## config.mk

```make
export PLATFORM = sky130hd
export DESIGN_NAME = calc_key_sequencer_flat
export DESIGN_NICKNAME = d
export VERILOG_FILES = /design/src/rtl/calc_pkg.sv /design/src/rtl/calc_key_sequencer_if.sv /design/src/rtl/calc_key_sequencer_fifo.sv /design/src/rtl/calc_key_sequencer.sv /design/src/flat_wrapper.sv
export SDC_FILE = /design/constraint.sdc
export NUM_CORES = 1
export LEC_CHECK = 0
export CORE_MARGIN = 2
export CORE_UTILIZATION = 44
export DETAILED_ROUTE_END_ITERATION = 6
export MAX_ROUTING_LAYER = met4
export SLEW_MARGIN = 20
export SYNTH_ARGS = -nofsm -noshare
export SYNTH_HDL_FRONTEND = slang
export SYNTH_HIERARCHICAL = 1
export SYNTH_SLANG_ARGS = --single-unit
```

## constraint.sdc

```tcl
create_clock -name clock -period 4.5 [get_ports clock]
set_clock_uncertainty 0.1 [all_clocks]
set_input_delay 0.9 -clock clock [delete_from_list [all_inputs] [get_ports clock]]
set_output_delay 0.9 -clock clock [all_outputs]
set_load 0.01 [all_outputs]
```

## src/rtl/calc_pkg.sv

```systemverilog
// Key/status codes and sequencer state shared with calc_top.
// The sequencer treats both status codes with bit 1 set as BUSY.
package calc_pkg;

  localparam logic [3:0] CMD_ADD  = 4'hA;
  localparam logic [3:0] CMD_SUB  = 4'hB;
  localparam logic [3:0] CMD_MUL  = 4'hC;
  localparam logic [3:0] CMD_NOP  = 4'hD;
  localparam logic [3:0] CMD_EQ   = 4'hE;
  localparam logic [3:0] CMD_BKSP = 4'hF;

  localparam logic [1:0] ST_ERR   = 2'd0;
  localparam logic [1:0] ST_READY = 2'd1;
  localparam logic [1:0] ST_BUSY  = 2'd2;

  typedef enum logic [1:0] {
    SEQ_IDLE,
    SEQ_STALL,
    SEQ_DRIVE,
    SEQ_GAP
  } seq_state_t;

  // codes 2 and 3 both block issue
  function automatic logic st_is_busy(
    input logic [1:0] st
  );
    return st[1];
  endfunction

endpackage

```

## src/rtl/calc_key_sequencer_if.sv

```systemverilog
// Host keystroke handshake into the key sequencer.
// Master is the host, slave is the sequencer.
interface calc_key_sequencer_if;

  logic [3:0] key_in;
  logic       key_valid;
  logic       key_ready;

  modport master (
    output key_in,
    output key_valid,
    input  key_ready
  );

  modport slave (
    input  key_in,
    input  key_valid,
    output key_ready
  );

endinterface

```

## src/rtl/calc_key_sequencer_fifo.sv

```systemverilog
// Small keystroke FIFO with flush; pointers wrap modulo DEPTH.
// Flush wins over any same-cycle push or pop.
module key_fifo #(
  parameter int DEPTH = 8
) (
  input  logic                   clk,
  input  logic                   rst_n,
  input  logic                   push,
  input  logic                   pop,
  input  logic                   flush,
  input  logic [3:0]             din,
  output logic [3:0]             dout,
  output logic [$clog2(DEPTH):0] fill,
  output logic                   full,
  output logic                   empty
);

  localparam int AW = $clog2(DEPTH);

  logic [3:0]    r_mem [DEPTH];
  logic [AW-1:0] r_wr;
  logic [AW-1:0] r_rd;
  logic [AW:0]   r_fill;

  logic w_push;
  logic w_pop;

  assign full  = (r_fill == (AW+1)'(DEPTH));
  assign empty = (r_fill == '0);
  assign fill  = r_fill;
  assign dout  = r_mem[r_rd];

  assign w_push = push && !full && !flush;
  assign w_pop  = pop && !empty && !flush;

  always_ff @(posedge clk) begin
    if (!rst_n || flush) begin
      r_wr   <= '0;
      r_rd   <= '0;
      r_fill <= '0;
    end else begin
      if (w_push) r_wr <= r_wr + AW'(1);
      if (w_pop)  r_rd <= r_rd + AW'(1);
      unique case ({w_push, w_pop})
        2'b10:   r_fill <= r_fill + (AW+1)'(1);
        2'b01:   r_fill <= r_fill - (AW+1)'(1);
        default: r_fill <= r_fill;
      endcase
    end
  end

  always_ff @(posedge clk) begin
    if (w_push) r_mem[r_wr] <= din;
  end

endmodule

```

## src/rtl/calc_key_sequencer.sv

```systemverilog
// Replays buffered host keys onto calc_top.cmd as HOLD-cycle
// pulses separated by NOP gaps, gated on calc_top.status.
module calc_key_sequencer
  import calc_pkg::*;
#(
  parameter int HOLD_CYCLES = 4,
  parameter int GAP_CYCLES  = 2,
  parameter int DEPTH       = 8,
  parameter int TIMEOUT     = 255
) (
  input  logic                   clock,
  input  logic                   reset,
  calc_key_sequencer_if.slave    kif,
  input  logic [1:0]             calc_status,
  output logic [3:0]             cmd,
  output logic                   seq_busy,
  output logic [$clog2(DEPTH):0] fill,
  output logic                   timeout_err
);

  localparam int HMAX =
    (HOLD_CYCLES > GAP_CYCLES) ? HOLD_CYCLES : GAP_CYCLES;
  localparam int HW = $clog2(HMAX + 1);
  localparam int SW = $clog2(TIMEOUT + 1);

  seq_state_t    r_state;
  logic [3:0]    r_cmd;
  logic [HW-1:0] r_hold_cnt;
  logic [SW-1:0] r_stall_cnt;
  logic          r_timeout_err;

  logic                   w_push;
  logic                   w_pop;
  logic                   w_flush;
  logic                   w_busy;
  logic [3:0]             w_dout;
  logic [$clog2(DEPTH):0] w_fill;
  logic                   w_full;
  logic                   w_empty;

  assign w_busy        = st_is_busy(calc_status);
  assign kif.key_ready = !w_full;
  assign w_push        = kif.key_valid && !w_full;

  assign cmd         = r_cmd;
  assign fill        = w_fill;
  assign timeout_err = r_timeout_err;
  assign seq_busy    = (r_state != SEQ_IDLE) || !w_empty;

  // status only matters while a key is waiting to issue
  always_comb begin
    w_pop   = 1'b0;
    w_flush = 1'b0;
    unique case (r_state)
      SEQ_IDLE: begin
        w_pop = !w_empty && !w_busy;
      end
      SEQ_STALL: begin
        w_pop   = !w_busy;
        w_flush = w_busy &&
                  (r_stall_cnt == SW'(TIMEOUT));
      end
      default: begin
        w_pop   = 1'b0;
        w_flush = 1'b0;
      end
    endcase
  end

  key_fifo #(
    .DEPTH (DEPTH)
  ) u_fifo (
    .clk   (clock),
    .rst_n (reset),
    .push  (w_push),
    .pop   (w_pop),
    .flush (w_flush),
    .din   (kif.key_in),
    .dout  (w_dout),
    .fill  (w_fill),
    .full  (w_full),
    .empty (w_empty)
  );

  always_ff @(posedge clock) begin
    if (!reset) begin
      r_state       <= SEQ_IDLE;
      r_cmd         <= CMD_NOP;
      r_hold_cnt    <= '0;
      r_stall_cnt   <= '0;
      r_timeout_err <= 1'b0;
    end else begin
      unique case (r_state)
        SEQ_IDLE: begin
          if (w_pop) begin
            r_state    <= SEQ_DRIVE;
            r_cmd      <= w_dout;
            r_hold_cnt <= HW'(1);
          end else if (!w_empty) begin
            r_state     <= SEQ_STALL;
            r_stall_cnt <= SW'(1);
          end
        end
        SEQ_STALL: begin
          if (w_pop) begin
            r_state    <= SEQ_DRIVE;
            r_cmd      <= w_dout;
            r_hold_cnt <= HW'(1);
          end else if (w_flush) begin
            r_state       <= SEQ_IDLE;
            r_timeout_err <= 1'b1;
          end else begin
            r_stall_cnt <= r_stall_cnt + SW'(1);
          end
        end
        SEQ_DRIVE: begin
          if (r_hold_cnt == HW'(HOLD_CYCLES)) begin
            r_state    <= SEQ_GAP;
            r_cmd      <= CMD_NOP;
            r_hold_cnt <= HW'(1);
          end else begin
            r_hold_cnt <= r_hold_cnt + HW'(1);
          end
        end
        SEQ_GAP: begin
          if (r_hold_cnt == HW'(GAP_CYCLES)) begin
            r_state <= SEQ_IDLE;
          end else begin
            r_hold_cnt <= r_hold_cnt + HW'(1);
          end
        end
        default: begin
          r_state <= SEQ_IDLE;
          r_cmd   <= CMD_NOP;
        end
      endcase
    end
  end

endmodule
```

## src/flat_wrapper.sv

```systemverilog
// flat-port wrapper written by rule: the top's interface ports become plain ports
module calc_key_sequencer_flat import calc_pkg::*;
#(
  parameter int HOLD_CYCLES = 4,
  parameter int GAP_CYCLES  = 2,
  parameter int DEPTH       = 8,
  parameter int TIMEOUT     = 255
)
  (clock, reset, calc_status, cmd, seq_busy, fill, timeout_err, kif_key_in, kif_key_valid, kif_key_ready);
  calc_key_sequencer_if kif_i ();
  input  logic clock;
  input  logic reset;
  input  logic [1:0] calc_status;
  output logic [3:0] cmd;
  output logic seq_busy;
  output logic [$clog2(DEPTH):0] fill;
  output logic timeout_err;
  input wire logic [$bits(kif_i.key_in)-1:0] kif_key_in;
  input wire logic [$bits(kif_i.key_valid)-1:0] kif_key_valid;
  output wire logic [$bits(kif_i.key_ready)-1:0] kif_key_ready;
  assign kif_i.key_in = kif_key_in;
  assign kif_i.key_valid = kif_key_valid;
  assign kif_key_ready = kif_i.key_ready;
  calc_key_sequencer #(.HOLD_CYCLES(HOLD_CYCLES), .GAP_CYCLES(GAP_CYCLES), .DEPTH(DEPTH), .TIMEOUT(TIMEOUT)) u_core (.clock(clock), .reset(reset), .kif(kif_i), .calc_status(calc_status), .cmd(cmd), .seq_busy(seq_busy), .fill(fill), .timeout_err(timeout_err));
endmodule
```

==> results by group <==
Critical path
  – FF-to-FF End: u_core/u_fifo/fill[2]$_SDFFE_PP0P_
  – Slowest-stage cell, CP: nor3_1
  – CP Capture Type: flop
  – Cell depth of the worst flop-to-flop path: 11
  – CP peak stage delay: 0.71 ns
  – Reg-to-reg slack, setup: 1.12 ns
  – CP Depth: 11
  – Critical Path Start: calc_status[1]
  – Critical-path maximum fanout: 7
  – Startpoint Class: input port
  – Crit path to: u_core/u_fifo/fill[2]$_SDFFE_PP0P_
  – Worst Path Buf+Inv: 1
  – Reg-to-Reg Start: u_core/r_stall_cnt[0]$_SDFFE_PN0P_
  – Kind of critical path: input port to flop
  – Worst Path Required: 4.66 ns
  – Data arrival, critical path: 3.74 ns
  – Crit-path leading delay family: simple AND/OR/NAND/NOR gates
  – Cell Chain, Critical Path: clkdlybuf4s50_1 > nand2_4 > nor3_1 > or2_2 > ha_1 > xor2_1 > ha_1 > a21oi_1 > xor2_1 > or3_1 > a21oi_1

Synth
  – Post-synth top area share: 0.3239
  – Mapped Cells: 247
  – Yosys top cell by area: edfxtp_1
  – Seq cells post-synth: 63
  – Syn Nets: 265
  – Synth unique cells: 53
  – Post-synth EDFFs: 32
  – Ys Warns: 6
  – Area contributors post-synth: edfxtp_1 (32%), dfxtp_1 (21%), mux4_2 (6.1%)
  – Primary FF master, synth: edfxtp_1
  – Register area share after synthesis: 0.5331
  – Asr flop ratio synth: 0
  – Synth Cell Area: 2967 sq um
  – Mean area per synthesized cell: 12.01 sq um

Floorplanning
  – Die height: 86.11 um
  – Site row count: 29
  – Die X: 86.11 um
  – Boundary Pins: 20
  – Core area: 6422 sq um
  – Die footprint: 7415 sq um
  – Initial core utilization: 0.4619

Timing
  – Worst setup margin: 0.9231 ns
  – Setup Total Neg Slack: 0 ns
  – Tmin final: 3.577 ns
  – Relative slew slack: 0.4293
  – Pins Over Slew Limit: 0
  – # setup viols final: 0
  – RSZ-0062 raised after global routing: no
  – Final Hold Viols: 0
  – Highest Clock Rate: 0.2796 GHz
  – Slew of the pin with the lowest slew margin: 0.8495 ns
  – Period utilization: 0.7949

GRT
  – Vias in the first global route: 1,859
  – First-pass GRT wire length: 8990 um
  – Antenna violations before repair: 0
  – M3 GR Usage: 0.03272
  – Largest net degree at the start of global routing: 21
  – Busiest grt layer: met2
  – Grt ovf: 0
  – Met2 Use GR: 0.2452
  – GRT Resource Usage Total: 0.1652
  – Grt met1 use: 0.2176

Power
  – Seq pwr share: 0.420
  – Logic pwr share: 0.283
  – Clk network pwr share: 0.297
  – Pleak: 1.198 nW
  – Switching share of power: 0.3082
  – Power per cell area: 539.3 nW/um^2
  – Internal power: 0.001271 W
  – P_sw: 0.0005663 W
  – VDD IR max: 0.0002474 V

Route
  – Iteration-0 DRC Markers: 104
  – DRT Wirelength: 5493 um
  – # DRC: 0
  – Detailed Routing Iterations Pass 1: 4
  – Vias: 1,925
  – Final antenna-violating net count: 0
  – WL/cell: 15.83 um
  – DR vias/cell: 5.548

Placement
  – GP Congestion: 0.8002
  – Placed Instance Area: 3184 sq um
  – Input/output buffers: 18
  – Post-Place Cells: 331
  – Dpl hpwl: 3783 um
  – Pre-CTS WS: 0.5522 ns

Cells and area
  – Nets: 283
  – Ant diodes: 0
  – Finished Layout Cells: 347
  – Layout cells sized above 1: 0.1481
  – Final Cell Area: 3407 sq um
  – Area delta synth->final: 14.85%
  – Final core utilization: 0.5305

Min path
  – Hold WC Path Type: flop to flop
  – Hold_sp: u_core/timeout_err$_SDFFE_PN0P_

Status
  – Outcome: finished clean

Clock tree
  – CTS tree: yes
  – Post-CTS Resized: 0
  – Worst skew pair latency: 0.34 ns
  – Clock transition at path regs: 0.07 ns
  – Num CTS Buffers: 9
  – Post CTS Setup Buffer Count: 0
  – Clock sink total: 63
  – H-tree levels: 3
  – Max clock buf depth: 2
  – Cts hold-fix bufs: 0
  – Root buf cell: clkbuf_8

Flow run
  – Max_cap viols: 0
==> Yosys cell counts (all sizes together) (2+ instances only) <==
cell	number
nand2b	6
nor3b	3
a21oi	8
mux4	8
clkbuf	7
or3	3
a41oi	2
a31oi	2
nor2b	9
edfxtp	32
nand2	14
nor2	22
o211ai	3
nand4	2
inv	10
dfxtp	31
buf	5
nor4	2
o21a	2
mux2	4
o41ai	3
mux2i	10
o21ai	5
xor2	6
o211a	2
ha	9
nand3	9
nor3	11
==> layout by cell type (no fill, tap or decap), types with 2 or more instances in the layout <==
cell type / count
a31oi_1: 2
edfxtp_1: 32
o21ai_0: 5
o21a_1: 2
xor2_1: 6
nand2_1: 12
mux2i_1: 10
mux2_2: 4
mux4_2: 8
a41oi_1: 2
clkdlybuf4s50_1: 18
dfxtp_1: 31
nor3_1: 11
or3_1: 2
clkbuf_8: 10
o211a_1: 2
nand3_1: 9
nor4_1: 2
nor2b_1: 8
o211ai_1: 3
nand2_4: 2
bufinv_16: 2
nor3b_1: 3
nor2_1: 21
a21oi_1: 7
nand2b_1: 6
inv_1: 10
o41ai_1: 2
ha_1: 9
nand4_1: 2
==> worst reg2reg max path: stages (launching register included) <==
cell,delay [ns]
dfxtp_1,0.40
ha_1,0.25
nand3_1,0.27
nor3_1,0.78
or2_2,0.26
ha_1,0.27
xor2_1,0.17
ha_1,0.16
a21oi_1,0.05
xor2_1,0.17
or3_1,0.31
a21oi_1,0.13
==> sequential cells by signal (all words and copies together), names as in the netlist, named ones only <==
signal	count
u_core/r_hold_cnt	3
u_core/u_fifo/r_rd	3
u_core/u_fifo/r_mem	32
u_core/u_fifo/fill	4
u_core/timeout_err	1
u_core/cmd	4
u_core/u_fifo/r_wr	3
u_core/r_state	2
u_core/r_stall_cnt	8
==> power by group through the flow <==
| stage | clock, W | combinational (W) | sequential [W] |
|---|---|---|---|
| floorplan | 0 | 0.000421 | 0.000746 |
| global placement | 0 | 0.000517 | 0.000788 |
| detailed placement | 0 | 0.000522 | 0.000787 |
| CTS | 0.000557 | 0.000526 | 0.000775 |
| global route | 0.000583 | 0.000573 | 0.000790 |
| finish | 0.000545 | 0.000520 | 0.000772 |
==> cell families (layout without fill, tap and decap cells) <==
| group | count (synthesis) | after routing | synth area share |
|---|---|---|---|
| mux | 22 | 22 | 0.1097 |
| buf+inv | 22 | 45 | 0.03501 |
| compound gates | 35 | 35 | 0.09616 |
| simple gates | 89 | 89 | 0.1674 |
| xor+xnor | 7 | 7 | 0.02067 |
| fa+ha+maj | 9 | 9 | 0.03796 |
| flops | 63 | 63 | 0.5331 |
==> through the flow <==
stage	total power, W	hold WS, ns
floorplan	0.001167	0.3649
global placement	0.001304	0.3537
detailed placement	0.001310	0.3616
CTS	0.001858	0.3790
global route	0.001946	0.3933
finish	0.001837	0.3778
==> metal layers <==
metal	routed length, um	vias up
li1	-	952
met1	2671	915
met2	2468	48
met3	243	10
met4	110	0
met5	0	-
==> worst min-delay path by stage <==
stage	depth (start not counted)	end
finish	1	u_core/timeout_err$_SDFFE_PN0P_
global route	1	u_core/timeout_err$_SDFFE_PN0P_
CTS	1	u_core/timeout_err$_SDFFE_PN0P_
detailed placement	2	u_core/cmd[1]$_SDFFE_PN0P_
global placement	1	u_core/timeout_err$_SDFFE_PN0P_
floorplan	2	u_core/r_stall_cnt[1]$_SDFFE_PN0P_
==> final cells by class <==
class	instances	area [sq um]
Timing Repair Buffer	19	187.7
Tap cell	77	96.34
Multi-Input combinational cell	162	1281
Inverter	10	37.54
Clock inverter	5	81.33
Fill cell	579	3015
Clock buffer	11	141.4
Sequential cell	63	1582
Power figures use the tool's default switching activity.
